### config.mk
export PLATFORM = sky130hd
export DESIGN_NAME = dyn_latency_mem_d1
export DESIGN_NICKNAME = d
export VERILOG_FILES = /design/src/rtl/dyn_latency_mem_d1.sv
export SDC_FILE = /design/constraint.sdc
export NUM_CORES = 1
export LEC_CHECK = 0
export BUFFER_PORTS_ARGS = -buffer_cell sky130_fd_sc_hd__buf_4
export CORE_ASPECT_RATIO = 1.2
export CORE_MARGIN = 4
export CORE_UTILIZATION = 48
export CTS_CLUSTER_DIAMETER = 50
export DETAILED_ROUTE_END_ITERATION = 10
export PLACE_DENSITY = 0.6
export SKIP_CTS_REPAIR_TIMING = 1
export SKIP_LAST_GASP = 1
export SLEW_MARGIN = 10
export SYNTH_ARGS = -nofsm -noshare
export SYNTH_HDL_FRONTEND = slang
export SYNTH_SLANG_ARGS = --single-unit
### constraint.sdc
create_clock -name clk -period 7.8 [get_ports clk]
set_input_delay 0.39 -clock clk [delete_from_list [all_inputs] [get_ports clk]]
set_output_delay 0.39 -clock clk [all_outputs]
set_load 0.01 [all_outputs]
### src/rtl/dyn_latency_mem_d1.sv
// Single-port memory completing each request LATENCY cycles after acceptance with a one-cycle done pulse.
// Define DYN_MEM_JITTER_EN to add LFSR-driven latency jitter of 0..3 extra cycles.
module dyn_latency_mem_d1 #(
    parameter int unsigned WIDTH    = 32,
    parameter int unsigned SIZE     = 16,
    parameter int unsigned IDX_SIZE = 4,
    parameter int unsigned LATENCY  = 2
) (
    input  logic                clk,
    input  logic                reset,
    input  logic [IDX_SIZE-1:0] addr0,
    input  logic                write_en,
    input  logic [WIDTH-1:0]    in,
    input  logic                read_en,
    output logic [WIDTH-1:0]    out,
    output logic                read_done,
    output logic                write_done
);

    localparam int unsigned CNT_W = $clog2(LATENCY + 4);
    localparam int unsigned AW    = (SIZE > 1) ? $clog2(SIZE) : 1;

    typedef enum logic [1:0] {
        IDLE = 2'd0,
        BUSY = 2'd1,
        DONE = 2'd2
    } state_e;

    state_e                state_q;
    logic [CNT_W-1:0]      cnt_q;
    logic                  wr_q;
    logic [IDX_SIZE-1:0]   addr_q;
    logic [WIDTH-1:0]      data_q;
    logic [WIDTH-1:0]      out_q;
    logic                  rd_done_q;
    logic                  wr_done_q;
    logic [WIDTH-1:0]      mem_q [SIZE];

    logic                  addr_ok_c;
    logic [AW-1:0]         idx_c;
    logic                  complete_c;
    logic [CNT_W-1:0]      load_c;

    assign addr_ok_c  = 32'(addr_q) < 32'(SIZE);
    assign idx_c      = AW'(addr_q);
    assign complete_c = (state_q == BUSY) && (cnt_q == '0);

`ifdef DYN_MEM_JITTER_EN
    logic [7:0] lfsr_q;
    logic [7:0] lfsr_next_c;

    // Fibonacci taps 8,6,5,4; jitter uses the value before the advance
    assign lfsr_next_c = {lfsr_q[6:0], lfsr_q[7] ^ lfsr_q[5] ^ lfsr_q[4] ^ lfsr_q[3]};
    assign load_c      = CNT_W'(LATENCY - 1) + CNT_W'(lfsr_q[1:0]);
`else
    assign load_c      = CNT_W'(LATENCY - 1);
`endif

    always_ff @(posedge clk) begin
        if (reset) begin
            state_q   <= IDLE;
            cnt_q     <= '0;
            wr_q      <= 1'b0;
            addr_q    <= '0;
            data_q    <= '0;
            out_q     <= '0;
            rd_done_q <= 1'b0;
            wr_done_q <= 1'b0;
`ifdef DYN_MEM_JITTER_EN
            lfsr_q    <= 8'hA5;
`endif
        end else begin
            case (state_q)
                IDLE: begin
                    if (write_en || read_en) begin
                        wr_q    <= write_en;
                        addr_q  <= addr0;
                        data_q  <= in;
                        cnt_q   <= load_c;
                        state_q <= BUSY;
`ifdef DYN_MEM_JITTER_EN
                        lfsr_q  <= lfsr_next_c;
`endif
                    end
                end
                BUSY: begin
                    if (cnt_q != '0) begin
                        cnt_q <= cnt_q - CNT_W'(1);
                    end else begin
                        if (wr_q) begin
                            wr_done_q <= 1'b1;
                        end else begin
                            rd_done_q <= 1'b1;
                            out_q     <= addr_ok_c ? mem_q[idx_c] : '0;
                        end
                        state_q <= DONE;
                    end
                end
                DONE: begin
                    rd_done_q <= 1'b0;
                    wr_done_q <= 1'b0;
                    state_q   <= IDLE;
                end
                default: state_q <= IDLE;
            endcase
        end
    end

    // Array is never cleared; out-of-range writes are dropped
    always_ff @(posedge clk) begin
        if (!reset && complete_c && wr_q && addr_ok_c) begin
            mem_q[idx_c] <= data_q;
        end
    end

    assign out        = out_q;
    assign read_done  = rd_done_q;
    assign write_done = wr_done_q;

endmodule

==> metrics.md <==
| Metric | Value |
|---|---|
| Outcome | `completed` |
| Synth Area in Adders | `0.113%` |
| Worst r2r src | `addr_q[1]$_SDFFE_PP0P_` |
| Routed Antenna Nets | `0` |
| Sink Count | `588` |
| WP data required | `8.04 ns` |
| Port bufs | `73` |
| Initial Util | `48.9%` |
| Final hold violation count | `0` |
| Mux cell area share after synthesis | `11.9%` |
| Reg-to-reg endpoint | `mem_q[6][3]$_DFFE_PP_` |
| Power density over the cells | `273 nW/um^2` |
| Die Y | `243 um` |
| Crit Path Max Fanout | `56` |
| Max Fclk | `265 MHz` |
| Hold Path Cell Cnt | `3` |
| Xor/xnor share of the synthesized area | `0%` |
| Diodes inserted | `0` |
| Clk_skew | `0.0192 ns` |
| # Max-Cap Violations | `0` |
| Placeable Area | `45300 sq um` |
| Synth area leaders | `edfxtp_1, mux2i_1, dfxtp_1` |
| Vias in the first global route | `11800` |
| RSZ-0062 raised after global routing | `false` |
| Syn Inst Count | `1288` |
| Post-Syn Area | `22200 sq um` |
| TritonRoute pass-1 iters | `5` |
| Final net count | `1415` |
| Fin area | `25300 sq um` |
| Final weighted congestion in routability-driven placement | `0.750` |
| Placed Area | `23400 sq um` |
| CP max stage delay | `0.89 ns` |
| Most used DFF post-synth | `edfxtp_1` |
| Vias per cell | `5.77` |
| Worst path slowest cell | `buf_4` |
| Static Leakage | `8.16 nW` |
| Total GRT Usage | `20.8%` |
| Largest area contributor in the netlist | `edfxtp_1` |
| Worst-Margin Slew | `1.21 ns` |
| Most used cell, CP | `buf_4` |
| Post-synthesis simple-gate area fraction | `2.96%` |
| Crit path arrival time | `4.01 ns` |
| Clock tree from TritonCTS | `done` |
| TNS Setup | `0 ns` |
| Count leader, synth | `edfxtp_1` |
| Clock tree buffer depth | `3` |
| Cell Rows | `85` |
| YS warnings | `0` |
| Share of flip-flops with an asynchronous set or reset | `0%` |
| Iteration-0 DRC Markers | `998` |
| Rel. slew slack | `19.0%` |
| Crit start category | `flop` |
| Worst-path cell chain | `buf_4, nand3b_1, nor2_4, buf_4` |
| Clk slew on worst S/H paths | `0.06 ns` |
| Max Transition Viols Final | `0` |
| Complex-gate fraction of the synthesized area | `6.37%` |
| Seq cells post-synth | `588` |
| # setup viols final | `0` |
| Drt total wl | `51.8 mm` |
| Worst Hold Class | `in2reg` |
| H-Tree Level Count | `2` |
| Hold wc startpoint | `in[2]` |
| Initial antenna violation count | `1` |
| Remaining DRCs | `0` |
| Syn_nets | `1330` |
| Total congestion overflow | `0` |
| R2r setup slk | `4.03 ns` |
| Global-route wire length before repair | `76.9 mm` |
| Syn Area/Cell | `17.2 sq um` |
| Crit end category | `flop` |
| Hold endpoint | `data_q[2]$_SDFFE_PP0P_` |
| Area delta synth->final | `14.2%` |
| Post-synth EDFFs | `512` |
| IO Pins | `74` |
| Max IR drop VDD | `0.185 mV` |
| Clk Tree Root Cell | `clkbuf_16` |
| Cells on worst reg2reg path | `4` |
| Routed WL per cell | `25.5 um` |
| Share of cells above drive strength 1 | `18.1%` |
| Largest family of logic cells by synthesized area | `multiplexers` |
| Worst-Skew Late Latency | `0.61 ns` |
| Top cell type's share of synthesized area | `69.4%` |
| Commonest cells in the netlist | `edfxtp_1, mux2i_1, nand2_1, dfxtp_1, a21oi_1` |
| Min cycle time layout | `3.77 ns` |
| Die Wd | `204 um` |
| Final period utilization | `48.3%` |
| Post-synth cell types | `34` |
| Vias | `11700` |
| Critical path class | `reg2reg` |
| Largest net degree at the start of global routing | `57` |
| Area of the die | `49700 sq um` |
| Dpl hpwl | `28.3 mm` |
| Clock buffer count from CTS | `59` |
| Seq/Total Area, Yosys | `76.3%` |
-- stage by stage --
step | util (%) | instances | power, mW | hold slack, ns | setup slack, ns
after CTS | 55.8 | 2032 | 6.95 | -0.00465 | 4.07
after floorplan | - | 1288 | 3.98 | 0.445 | 3.96
after global placement | 51.6 | 1921 | 4.19 | 0.449 | 4.15
after global routing | 55.8 | 2032 | 7.14 | 0.0124 | 3.92
final | 55.8 | 2032 | 6.89 | 0.0315 | 4.03
after detailed placement | 51.6 | 1921 | 4.20 | 0.451 | 4.09
-- cell usage in the layout (no fill, tap or decap), types with 6 or more instances in the layout --
| cell | count |
|---|---|
| edfxtp_1 | 512 |
| mux2i_1 | 190 |
| buf_4 | 108 |
| nand2_1 | 79 |
| dfxtp_1 | 72 |
| a21oi_1 | 70 |
| o22ai_1 | 63 |
| clkbuf_16 | 61 |
| o21ai_0 | 47 |
| mux4_2 | 33 |
| a221oi_1 | 32 |
| nor3_1 | 31 |
| o21ai_1 | 17 |
| clkbuf_1 | 16 |
| clkinv_2 | 13 |
| nor2_4 | 12 |
| clkbuf_8 | 8 |
| nor2_1 | 7 |
| clkinv_1 | 6 |
-- cell type report --
class	count	area, sq um
clock buffer	85	1700
multi-input combinational	612	4870
sequential	588	16900
timing repair buffer	108	811
clock inverter	26	223
tap	609	762
fill	3590	20000
inverter	4	15.0
-- registers in the layout (all words and copies together) (netlist names) --
register,cells
mem_q,512
data_q,32
out,32
addr_q,4
cnt_q,3
state_q,2
read_done,1
wr_q,1
write_done,1
-- worst max path at each step --
stage                           start                      to  slack, ns  depth (start not counted)
4_1_cts        addr_q[1]$_SDFFE_PP0P_  mem_q[6][31]$_DFFE_PP_       4.07                          4
3_5_place_dp   addr_q[1]$_SDFFE_PP0P_   mem_q[6][3]$_DFFE_PP_       4.09                          4
5_1_grt        addr_q[1]$_SDFFE_PP0P_   mem_q[6][3]$_DFFE_PP_       3.92                          4
3_3_place_gp   addr_q[1]$_SDFFE_PP0P_   mem_q[6][5]$_DFFE_PP_       4.15                          4
2_1_floorplan   cnt_q[0]$_SDFFE_PP0P_   mem_q[2][0]$_DFFE_PP_       3.96                          7
6_report       addr_q[1]$_SDFFE_PP0P_   mem_q[6][3]$_DFFE_PP_       4.03                          4
-- kinds of logic after synthesis --
logic type	Yosys count
flops	588
compound gates	238
mux	223
simple gates	149
buf+inv	88
fa+ha+maj	2
-- report_power, final --
part / total (mW) / internal (mW) / switching [mW] / leakage (nW)
registers: 3.63 / 3.51 / 0.123 / 5.30
logic: 0.489 / 0.206 / 0.284 / 1.91
clock network: 2.77 / 1.61 / 1.16 / 0.952
-- layer usage --
| layer | routed length, um | part of all wire [%] | vias to the layer above | track usage (%) |
|---|---|---|---|---|
| li1 | - | - | 5265 | - |
| met1 | 22500 | 43 | 6050 | 29.1 |
| met2 | 25500 | 49 | 333 | 34.4 |
| met3 | 2780 | 5.4 | 68 | 3.64 |
| met4 | 1090 | 2.1 | 0 | 4.81 |
| met5 | 0 | 0 | - | 0 |
-- worst max-delay path: cells and delay by family, from the launching register on --
family	cells	cell delay [ns]
buffers and inverters	2	1.39
flip-flops	1	0.79
AND/OR/NAND/NOR	2	1.09
No activity file was read; power rests on OpenSTA's default activity.
